**src/rtl/ula_8_bits_if.sv**
```systemverilog
// Operand/result bundle for the 8-bit ALU. The optional Z flag exists only
// when ULA_ZERO_FLAG_EN is defined.
interface ula_8_bits_if #(parameter int WIDTH = 8);
    logic             CIN;
    logic [WIDTH-1:0] A;
    logic [WIDTH-1:0] B;
    logic [2:0]       X;
    logic [WIDTH-1:0] S;
    logic             COUT;
`ifdef ULA_ZERO_FLAG_EN
    logic             Z;
`endif

    modport master (
        output CIN, A, B, X,
`ifdef ULA_ZERO_FLAG_EN
        input  Z,
`endif
        input  S, COUT
    );

    modport slave (
        input  CIN, A, B, X,
`ifdef ULA_ZERO_FLAG_EN
        output Z,
`endif
        output S, COUT
    );
endinterface

```
**src/rtl/ula_8_bits.sv**
```systemverilog
// 8-bit ALU: ripple full-adder / full-subtractor chains plus AND/OR/NOT, one
// cycle latency. Define ULA_ZERO_FLAG_EN to add the registered zero flag Z.
module ula_8_bits #(
    parameter int WIDTH = 8
) (
    input  logic        CLK,
    input  logic        RST,
    ula_8_bits_if.slave bus
);

    typedef enum logic [2:0] {
        OP_ADD = 3'b000,
        OP_SUB = 3'b001,
        OP_AND = 3'b010,
        OP_OR  = 3'b011,
        OP_NOT = 3'b100
    } op_e;

    logic [WIDTH:0]   carry;
    logic [WIDTH:0]   borrow;
    logic [WIDTH-1:0] sum;
    logic [WIDTH-1:0] diff;

    logic [WIDTH-1:0] s_d, s_q;
    logic             cout_d, cout_q;

    // CIN doubles as carry-in for the adder and borrow-in for the subtractor.
    assign carry[0]  = bus.CIN;
    assign borrow[0] = bus.CIN;

    for (genvar i = 0; i < WIDTH; i++) begin : g_ripple
        assign sum[i]      = bus.A[i] ^ bus.B[i] ^ carry[i];
        assign carry[i+1]  = (bus.A[i] & bus.B[i]) | (carry[i] & (bus.A[i] ^ bus.B[i]));
        assign diff[i]     = bus.A[i] ^ bus.B[i] ^ borrow[i];
        assign borrow[i+1] = (~bus.A[i] & bus.B[i]) | (~(bus.A[i] ^ bus.B[i]) & borrow[i]);
    end

    always_comb begin
        // NOTE: defaults first so no path through the case leaves a latch.
        s_d    = '0;
        cout_d = 1'b0;
        case (op_e'(bus.X))
            OP_ADD: begin
                s_d    = sum;
                cout_d = carry[WIDTH];
            end
            OP_SUB: begin
                s_d    = diff;
                cout_d = borrow[WIDTH];
            end
            OP_AND:  s_d = bus.A & bus.B;
            OP_OR:   s_d = bus.A | bus.B;
            OP_NOT:  s_d = ~bus.A;
            default: s_d = '0;
        endcase
    end

    // NOTE: state registers use non-blocking assignments so every flop samples
    // pre-edge values regardless of process ordering.
    always_ff @(posedge CLK or posedge RST) begin
        if (RST) begin
            s_q    <= '0;
            cout_q <= 1'b0;
        end else begin
            s_q    <= s_d;
            cout_q <= cout_d;
        end
    end

    assign bus.S    = s_q;
    assign bus.COUT = cout_q;

`ifdef ULA_ZERO_FLAG_EN
    logic z_q;

    // Z tracks the reset value of S, so it comes out of reset set.
    always_ff @(posedge CLK or posedge RST) begin
        if (RST) z_q <= 1'b1;
        else     z_q <= (s_d == '0);
    end

    assign bus.Z = z_q;
`endif

endmodule

```
**src/flat_wrapper.sv**
```systemverilog
// flat-port wrapper written by rule: the top's interface ports become plain ports
module ula_8_bits_flat 
#(
    parameter int WIDTH = 8
)
  (CLK, RST, bus_CIN, bus_A, bus_B, bus_X, bus_S, bus_COUT);
  ula_8_bits_if #(.WIDTH(WIDTH)) bus_i ();
  input  logic CLK;
  input  logic RST;
  input wire logic [$bits(bus_i.CIN)-1:0] bus_CIN;
  input wire logic [$bits(bus_i.A)-1:0] bus_A;
  input wire logic [$bits(bus_i.B)-1:0] bus_B;
  input wire logic [$bits(bus_i.X)-1:0] bus_X;
  output wire logic [$bits(bus_i.S)-1:0] bus_S;
  output wire logic [$bits(bus_i.COUT)-1:0] bus_COUT;
  assign bus_i.CIN = bus_CIN;
  assign bus_i.A = bus_A;
  assign bus_i.B = bus_B;
  assign bus_i.X = bus_X;
  assign bus_S = bus_i.S;
  assign bus_COUT = bus_i.COUT;
  ula_8_bits #(.WIDTH(WIDTH)) u_core (.CLK(CLK), .RST(RST), .bus(bus_i));
endmodule
```
**config.mk**
```make
export PLATFORM = sky130hd
export DESIGN_NAME = ula_8_bits_flat
export DESIGN_NICKNAME = d
export VERILOG_FILES = /design/src/rtl/ula_8_bits_if.sv /design/src/rtl/ula_8_bits.sv /design/src/flat_wrapper.sv
export SDC_FILE = /design/constraint.sdc
export NUM_CORES = 1
export LEC_CHECK = 0
export CAP_MARGIN = 20
export CORE_MARGIN = 2
export CORE_UTILIZATION = 44
export DETAILED_ROUTE_END_ITERATION = 12
export PLACE_DENSITY = 0.83
export SYNTH_ARGS = -nofsm -noshare
export SYNTH_HDL_FRONTEND = slang
export SYNTH_SLANG_ARGS = --single-unit
```
**constraint.sdc**
```tcl
create_clock -name CLK -period 0.8 [get_ports CLK]
set_clock_uncertainty 0.05 [all_clocks]
set_input_delay 0.16 -clock CLK [delete_from_list [all_inputs] [get_ports CLK]]
set_output_delay 0.16 -clock CLK [all_outputs]
set_load 0.05 [all_outputs]
```
==> flow_summary.toml, run 1 <==
[clock_network]
clkSinkCount = 9
numCtsBuffers = 3
cts-root-buf = "clkbuf_4"
h-tree-depth = 1
cts_buffer_depth = 2

[timing]
endpoint_type = "register input"
worstEndpointGrtRepair = "u_core.bus.S[6]$_DFF_PP0_/D"

[synth]
syn_inst = 143
async_reset_ff_share_pct = 100
synth_area_per_cell_um2 = 8.38
yosysTopAreaCell = "ha_1"
synth_cell_types = 35
synth_common_cells = "ha_1 (23), inv_1 (22), nand2_1 (13)"
ys_ff_latch = 9
ys_seq_area_share_pct = 18.8
ys.flop_type = "dfrtp_1"
synth_top_area_share_pct = 24.0
synth.net_count = 190
yosysMostFrequentCell = "ha_1"
synth_enable_flop_cells = 0
ys_top_cells_by_area = "ha_1 (24%), dfrtp_1 (19%), inv_1 (6.9%)"
syn_area_mm2 = 0.00120
ys_warn_count = 0

[floorplanning]
io_pins = 31
initial_core_util_pct = 47.5
rows = 18
die_h_um = 56.2
die_x_um = 56.2

[placement]
gp_congestion = 0.927
port_buffers = 30
dp_hpwl_mm = 3.15

[grt]
antenna_found_initial = 0
grt_start_max_net_pins = 15

[run_status]
failing_step = "5_1_grt"
status = "did not finish"
stop_error = "[ERROR DPL-0033] detailed placement checks failed during check placement."
==> kinds of logic after synthesis <==
| family | Yosys count | share of synthesized area, % |
|---|---|---|
| xor+xnor | 7 | 5.11 |
| buf+inv | 28 | 9.39 |
| compound gates | 41 | 26.7 |
| fa+ha+maj | 25 | 27.3 |
| simple gates | 32 | 11.8 |
| mux | 1 | 0.835 |
| flops | 9 | 18.8 |
==> repair_timing <==
item                       in CTS
setup buffers                  11
gates resized for setup       110
pin swaps                      35
hold buffers                    0
setup endpoints to repair      18
==> per-stage QoR <==
step	area [µm²]	setup TNS (ns)	std cells	hold slack, ns	setup slack, ns
floorplan	1270	-5.57	143	-0.0621	-0.796
global placement	2030	-11.44	243	0.377	-1.44
detailed placement	2030	-12.31	243	0.397	-1.58
CTS	2310	-7.70	257	0.118	-0.864
==> run 2: changes to the inputs <==
- CORE_UTILIZATION: 44 -> 29
- PLACE_DENSITY: 0.83 -> not set
- PLACE_DENSITY_LB_ADDON: not set -> 0.15
- clock period: 0.8 -> 1 ns (I/O delays scaled with it)
==> run 2 against run 1 <==
Net effect:
- the flow now finishes, with violations (negative setup slack)
- synthesized cell count did not move
- area after synthesis stayed put
==> flow_summary.toml, run 2 <==
[floorplanning]
rows = 23
coreArea_mm2 = 0.00400
dieArea_mm2 = 0.00466
die_h_um = 68.3
initial_core_util_pct = 30.0
die_x_um = 68.3
io_pins = 31

[clock_network]
path_clk_slew_ns = 0.04
clkSinkCount = 9
cts_tree = "done"
numCtsBuffers = 3
cts_buffer_depth = 2
h-tree-depth = 1
cts-root-buf = "clkbuf_8"

[timing]
fmax_ghz = 0.616
slew_viol_final = 0
worstMarginPinSlew_ns = 0.321
rsz0062_at_grt = "true"
layout_setup_ws_ns = -0.623
setup_viol = 18
finalHoldViolations = 0
slew_headroom_pct = 78.6
period_share_pct = 162
min_period_ns = 1.62

[synth]
synth_area_per_cell_um2 = 8.38
ys_top_cells_by_area = "ha_1 (24%), dfrtp_1 (19%), inv_1 (6.9%)"
synth.net_count = 190
syn_area_mm2 = 0.00120
syn_inst = 143
synth_common_cells = "ha_1 (23), inv_1 (22), nand2_1 (13)"
yosysTopAreaCell = "ha_1"
async_reset_ff_share_pct = 100
ys_seq_area_share_pct = 18.8
ys_ff_latch = 9
synth_cell_types = 35
ys_warn_count = 0
ys.flop_type = "dfrtp_1"
synth_top_area_share_pct = 24.0
yosysMostFrequentCell = "ha_1"
synth_enable_flop_cells = 0

[power_and_ir_drop]
leakage_nw = 1.07
power_density_mw_per_mm2 = 906
ir_drop_v = 0.000349
power.total_mw = 2.15

[grt]
grt_usage_pct = 16.5
grt_start_max_net_pins = 10
grt_pass1_wl_mm = 5.74
grt_pass1_vias = 1277
antenna_found_initial = 0
overflow = 0

[layout]
final_common_cell = "buf_4"
largest_register_ffs = 8
n_fill_cell = 352
drive_gt1_share_pct = 57.6
finalNonFillerCells = 274
diodes = 0
final_cell_mix = "buf_4 (45), inv_1 (11), nand2_1 (11)"
final_util_pct = 59.5
areaGrowthSynthToFinish_pct = 98.4
finalNetCount = 272

[run]
max-cap-violations = 0

[setup_path]
cp_max_fo = 4
critical_path_arrival_ns = 1.67
required_ns = 1.05
worstSetupPathType = "in2reg"
crit_path_start_kind = "input port"
cp-end-kind = "flop"

[run_status]
status = "finished, violations left"
violations = "negative setup slack"

[detailed_routing]
drt-initial-drc-count = 61
via_per_inst = 4.77
drt-total-wl_mm = 3.72
avgRoutedWirePerCell_um = 13.6
drt-pass1-iter-count = 4
drc = 0
antenna_left = 0
via_count = 1308

[placement]
dp.cells = 258
dp_hpwl_mm = 2.70
gp_congestion = 0.804
port_buffers = 30
dp_slack_ns = -1.35

[min_path]
hp-class = "in2async"
==> run 2: area by class of cell <==
type	count	area, µm²	area share [%]
multi-input combinational	106	1130	47.7
timing repair buffer	83	810	34.0
sequential	9	225	9.47
inverter	22	103	4.31
tap	50	62.6	2.63
clock buffer	4	45.0	1.89
==> run 2: stage by stage <==
stage          area (µm²)  hold slack [ns]  TNS (ns)
3_3_place_gp         2020            0.429    -10.10
3_5_place_dp         2020            0.431    -10.30
2_1_floorplan        1270          -0.0221     -4.13
6_report             2380            0.180     -4.34
5_1_grt              2380            0.227     -4.95
4_1_cts              2280            0.185     -4.53
==> run 2: worst max-delay path by stage <==
| stage | from | to | slack, ns | cells after the start |
|---|---|---|---|---|
| after floorplan | bus_A[3] | u_core.bus.S[7] | -0.64 | 9 |
| after global placement | bus_A[0] | u_core.bus.S[4] | -1.33 | 9 |
| after detailed placement | bus_A[0] | u_core.bus.S[4] | -1.35 | 9 |
| after CTS | bus_B[0] | u_core.bus.S[3] | -0.67 | 9 |
| after global routing | bus_A[4] | u_core.bus.COUT | -0.68 | 9 |
| final | bus_A[4] | u_core.bus.COUT | -0.62 | 9 |
==> run 2: worst max-delay path: stages <==
cell and delay [ns]:
buf_8 0.08, inv_4 0.03, ha_4 0.30, inv_4 0.05, a221oi_4 0.33, a21oi_2 0.12
buf_4 0.15, a2111oi_4 0.35, a211oi_2 0.06
==> run 2: kinds of logic after synthesis <==
family                     after synthesis  share of synthesized area, %
DFF                                      9                          18.8
buffers and inverters                   28                          9.39
and+or+nand+nor                         32                          11.8
muxes                                    1                         0.835
adders and majority gates               25                          27.3
xor gates and xnor gates                 7                          5.11
AOI/OAI and AO/OA                       41                          26.7
==> run 2: timing repair <==
item,CTS,global route
pin swaps,31,26
setup endpoints to repair,18,18
cloned,1,0
buffers inserted,10,3
resized for setup,97,27
hold buffers,0,0
==> run 2: per-layer routing <==
metal  routed length [µm]  GRT usage, %
met2                 2070          30.7
met4                   34          7.00
met5                    0             0
met1                 1510          18.9
met3                  115          1.81
==> run 2: power by group <==
part           switching [mW]  internal (mW)  total [mW]
clock network           0.126          0.276       0.402
registers              0.0325          0.408       0.441
logic                   0.628          0.683        1.31
Note: power is estimated with default switching activity, not from simulation.
==> run 3: changes to the inputs <==
- clock period: 1 -> 1.7 ns (I/O delays scaled with it)
==> run 3 against run 2 <==
Net effect:
- the run still ends with negative setup slack left
- cell count decreased by 1.8%
- design area decreased by 7.0%
- global-route usage decreased by 0.091 points
- clock power decreased by 41%
- non-clock buffer count decreased by 5
- sequential cell count unchanged
- first-iteration DRC count decreased by 25%
- combinational power decreased by 48%
- die area unchanged
- sequential share of layout area increased by 0.71 points
- highest routed layer unchanged
==> flow_summary.toml, run 3 (synthesized netlist as in run 2, its figures left out) <==
[setup_path]
worstSetupPathType = "in2reg"
cp_max_fo = 3
critical-path-slowest-cell = "fa_2"
cp_num_buf_inv = 2
cp_top_family = "compound AO/OA/AOI/OAI gates"
critical_path_arrival_ns = 1.82
cp_slowest_stage_delay_ns = 0.37
required_ns = 1.74
crit_chain = "buf_8 -> fa_2 -> a21o_1 -> buf_4 -> a21oi_4 -> nor2_1 -> a21oi_1 -> xor2_1 -> o221ai_2"
cp-end-kind = "flop"
crit_path_start_kind = "input port"

[detailed_routing]
avgRoutedWirePerCell_um = 13.5
drc = 0
via_count = 1302
antenna_left = 0
via_per_inst = 4.84
drt-initial-drc-count = 46
drt-total-wl_mm = 3.63
drt-pass1-iter-count = 4

[layout]
drive_gt1_share_pct = 54.3
largest_register_ffs = 8
final_cell_mix = "buf_4 (52), nand2_1 (13), inv_1 (11), ha_1 (11), ha_4 (10)"
areaGrowthSynthToFinish_pct = 84.6
finalNetCount = 267
diodes = 0
final_common_cell = "buf_4"
finalNonFillerCells = 269
final_cell_area_mm2 = 0.00221

[timing]
min_period_ns = 1.78
rsz0062_at_grt = "true"
setup_viol = 6
slew_viol_final = 0
fmax_ghz = 0.561
finalHoldViolations = 0
layout_setup_ws_ns = -0.0812
worstMarginPinSlew_ns = 0.460
slew_headroom_pct = 69.2
period_share_pct = 105

[run_status]
violations = "negative setup slack"
status = "finished, violations left"

[floorplanning]
die_h_um = 68.3
io_pins = 31
die_x_um = 68.3
rows = 23
initial_core_util_pct = 30.0
dieArea_mm2 = 0.00466
coreArea_mm2 = 0.00400

[grt]
grt_start_max_net_pins = 15
grt_pass1_vias = 1410
antenna_found_initial = 0
overflow = 0
grt_pass1_wl_mm = 5.79
grt_usage_pct = 16.4

[clock_network]
numCtsBuffers = 3
cts-root-buf = "clkbuf_8"
h-tree-depth = 1
cts_tree = "done"
clkSinkCount = 9
cts_buffer_depth = 2
cts_hold_buf = 0
path_clk_slew_ns = 0.04

[min_path]
hp-class = "in2async"

[run]
max-cap-violations = 0

[placement]
port_buffers = 30
placed_area_mm2 = 0.00190
dp.cells = 258
dp_hpwl_mm = 2.70
gp_congestion = 0.855

[power_and_ir_drop]
leakage_nw = 1.02
power_density_mw_per_mm2 = 528
ir_drop_v = 0.000183
run 3: final cells by class:
| cell class | count | area, µm² |
|---|---|---|
| timing repair buffer | 78 | 647 |
| clock buffer | 4 | 45.0 |
| multi-input combinational | 106 | 1130 |
| fill | 354 | 1790 |
| tap | 50 | 62.6 |
| inverter | 22 | 100 |
| sequential | 9 | 225 |
run 3: what timing repair did:
action,4_1_cts,5_1_grt
endpoints found under the setup margin,8,8
buffers inserted,4,4
resized for setup,82,24
pin swaps,28,13
run 3: path summary, 6_finish.rpt:
check	endpoint	startpoint	depth (start not counted)	slack (ns)
worst max-delay path	u_core.bus.S[3]	bus_B[0]	9	-0.08
worst min-delay path	u_core.bus.S[4]	RST	2	0.33
max in group asynchronous	u_core.bus.S[6]	RST	2	1.02
min in group CLK	u_core.bus.S[4]	bus_A[4]	3	0.45
run 3: power by group:
part	leakage [nW]	total (mW)	internal, mW	switching, mW
logic	0.882	0.685	0.322	0.364
clock network	0.0228	0.239	0.163	0.0759
registers	0.115	0.245	0.239	0.00591
run 3: metrics by stage:
step | power, mW | hold slack (ns) | setup TNS, ns | setup WS (ns) | utilization, %
global route | 1.24 | 0.369 | -0.646 | -0.140 | 55.3
floorplan | 0.577 | 0.118 | -0.230 | -0.0756 | -
global placement | 0.810 | 0.567 | -5.07 | -0.769 | 47.5
detailed placement | 0.820 | 0.568 | -5.33 | -0.803 | 47.5
CTS | 1.12 | 0.333 | -0.248 | -0.0874 | 52.1
finish | 1.17 | 0.327 | -0.245 | -0.0812 | 55.3
run 3: layer usage:
metal | share of wire (%) | GRT usage [%] | wire, µm | vias to the layer above
li1 | - | - | - | 645
met1 | 41 | 18.3 | 1490 | 607
met5 | 0 | 0 | 0 | -
met2 | 52 | 31.1 | 1890 | 40
met4 | 0.94 | 8.50 | 34 | 0
met3 | 5.9 | 0.822 | 214 | 10
==> run 4: changes to the inputs <==
- clock period: 1.7 -> 1.77 ns (I/O delays scaled with it)
==> run 4 against run 3 <==
Net effect:
- the flow now finishes without violations
- sequential power shrank 4%
- routed wire length shrank 8.7%
- clock power shrank 5%
- core utilization shrank 2.1 points
- global-route usage shrank 1.2 points
- design area shrank 3.7%
- highest routed layer unchanged
- via count shrank 3.9%
- worst setup slack gained 0.12 ns
- cell count shrank 1.9%
- die area is the same
==> flow_summary.toml, run 4 (synthesized netlist as in run 2, its figures left out) <==
[layout]
drive_gt1_share_pct = 52.3
finalNetCount = 262
areaGrowthSynthToFinish_pct = 77.7
final_util_pct = 53.2
final_common_cell = "buf_4"
diodes = 0
final_cell_mix = "buf_4 (49), nand2_1 (13), inv_1 (11)"
largest_register_ffs = 8

[grt]
antenna_found_initial = 0
grt_pass1_vias = 1259
grt_pass1_wl_mm = 5.51
overflow = 0
grt_start_max_net_pins = 11
grt_usage_pct = 15.3

[detailed_routing]
drt-initial-drc-count = 40
via_count = 1251
via_per_inst = 4.74
avgRoutedWirePerCell_um = 12.5
drc = 0
antenna_left = 0
drt-total-wl_mm = 3.31
drt-pass1-iter-count = 4

[placement]
gp_congestion = 0.809
dp_slack_ns = -0.715
dp_hpwl_mm = 2.60
port_buffers = 30

[min_path]
hp-class = "in2async"

[floorplanning]
dieArea_mm2 = 0.00466
die_x_um = 68.3
rows = 23
io_pins = 31
coreArea_mm2 = 0.00400
die_h_um = 68.3
initial_core_util_pct = 30.0

[clock_network]
clkSinkCount = 9
h-tree-depth = 1
numCtsBuffers = 3
cts-root-buf = "clkbuf_8"
cts_tree = "done"
path_clk_slew_ns = 0.04
cts_buffer_depth = 2
cts_hold_buf = 0

[timing]
fmax_ghz = 0.578
rsz0062_at_grt = "true"
period_share_pct = 97.7
worstMarginPinSlew_ns = 0.662
min_period_ns = 1.73
setup_viol = 0
slew_viol_final = 0
setup_tns_ns = 0
slew_headroom_pct = 55.8
layout_setup_ws_ns = 0.0402
finalHoldViolations = 0
whs_ns = 0.327

[run]
max-cap-violations = 0

[setup_path]
crit_chain = "buf_8 -> fa_2 -> a21o_1 -> nand4_1 -> a21boi_2 -> o311ai_2 -> xor2_1 -> o221ai_1"
crit_path_start_kind = "input port"
required_ns = 1.81
worstSetupPathType = "in2reg"
cp_max_fo = 3
cp-end-kind = "flop"
critical_path_arrival_ns = 1.77
critical-path-slowest-cell = "fa_2"
cp_slowest_stage_delay_ns = 0.38

[power_and_ir_drop]
leakage_nw = 0.984
power_density_mw_per_mm2 = 510
ir_drop_v = 0.000257

[run_status]
status = "finished, final reports clean"
-- run 4: cell count changes in the layout (fill, tap and decap cells not counted), sizes merged --
cell and change:
buf -5, clkinv +1, clkbuf -1, dlygate4sd2 -1, clkdlybuf4s15 +1
-- run 4: layout make-up --
| cell class | count | area (µm²) |
|---|---|---|
| timing repair buffer | 73 | 609 |
| multi-input combinational | 106 | 1080 |
| clock buffer | 3 | 41.3 |
| inverter | 22 | 103 |
| clock inverter | 1 | 5.00 |
| sequential | 9 | 225 |
| tap | 50 | 62.6 |
| fill | 376 | 1870 |
-- run 4: stage by stage --
step | total power, mW | cell area, µm² | instances
final | 1.09 | 2130 | 264
after global placement | 0.766 | 1860 | 254
after detailed placement | 0.773 | 1860 | 254
after floorplan | 0.554 | 1270 | 143
after CTS | 1.05 | 2040 | 264
after global routing | 1.16 | 2130 | 264
-- run 4: worst paths after layout --
check	from	to	slack (ns)	depth (start not counted)
min in group CLK	bus_A[2]	u_core.bus.S[2]	0.38	2
max	bus_A[0]	u_core.bus.S[7]	0.04	8
max in group asynchronous	RST	u_core.bus.S[1]	1.11	2
min	RST	u_core.bus.S[6]	0.33	2
-- run 4: where the power goes --
group / internal (mW) / switching (mW) / total, mW
clock: 0.153 / 0.0752 / 0.228
sequential: 0.230 / 0.00593 / 0.236
combinational: 0.295 / 0.328 / 0.623
-- run 4: worst max-delay path: cells and delay by family --
kind,cells,cell delay (ns)
AOI/OAI and AO/OA,4,0.64
adders and majority gates,1,0.38
xor gates and xnor gates,1,0.18
and+or+nand+nor,1,0.11
buffers and inverters,1,0.10
-- run 4: per-layer routing --
metal | GRT usage, % | vias up | share of wire [%]
met2 | 26.9 | 24 | 50
met5 | 0 | - | 0
met3 | 1.97 | 2 | 4.6
met4 | 3.75 | 0 | 0.24
li1 | - | 634 | -
met1 | 19.5 | 591 | 45
-- run 4: repair_timing --
action                                  CTS  global route
buffers inserted                          6             1
pin swaps                                21            23
resized for setup                        78            24
endpoints found under the setup margin    8             6
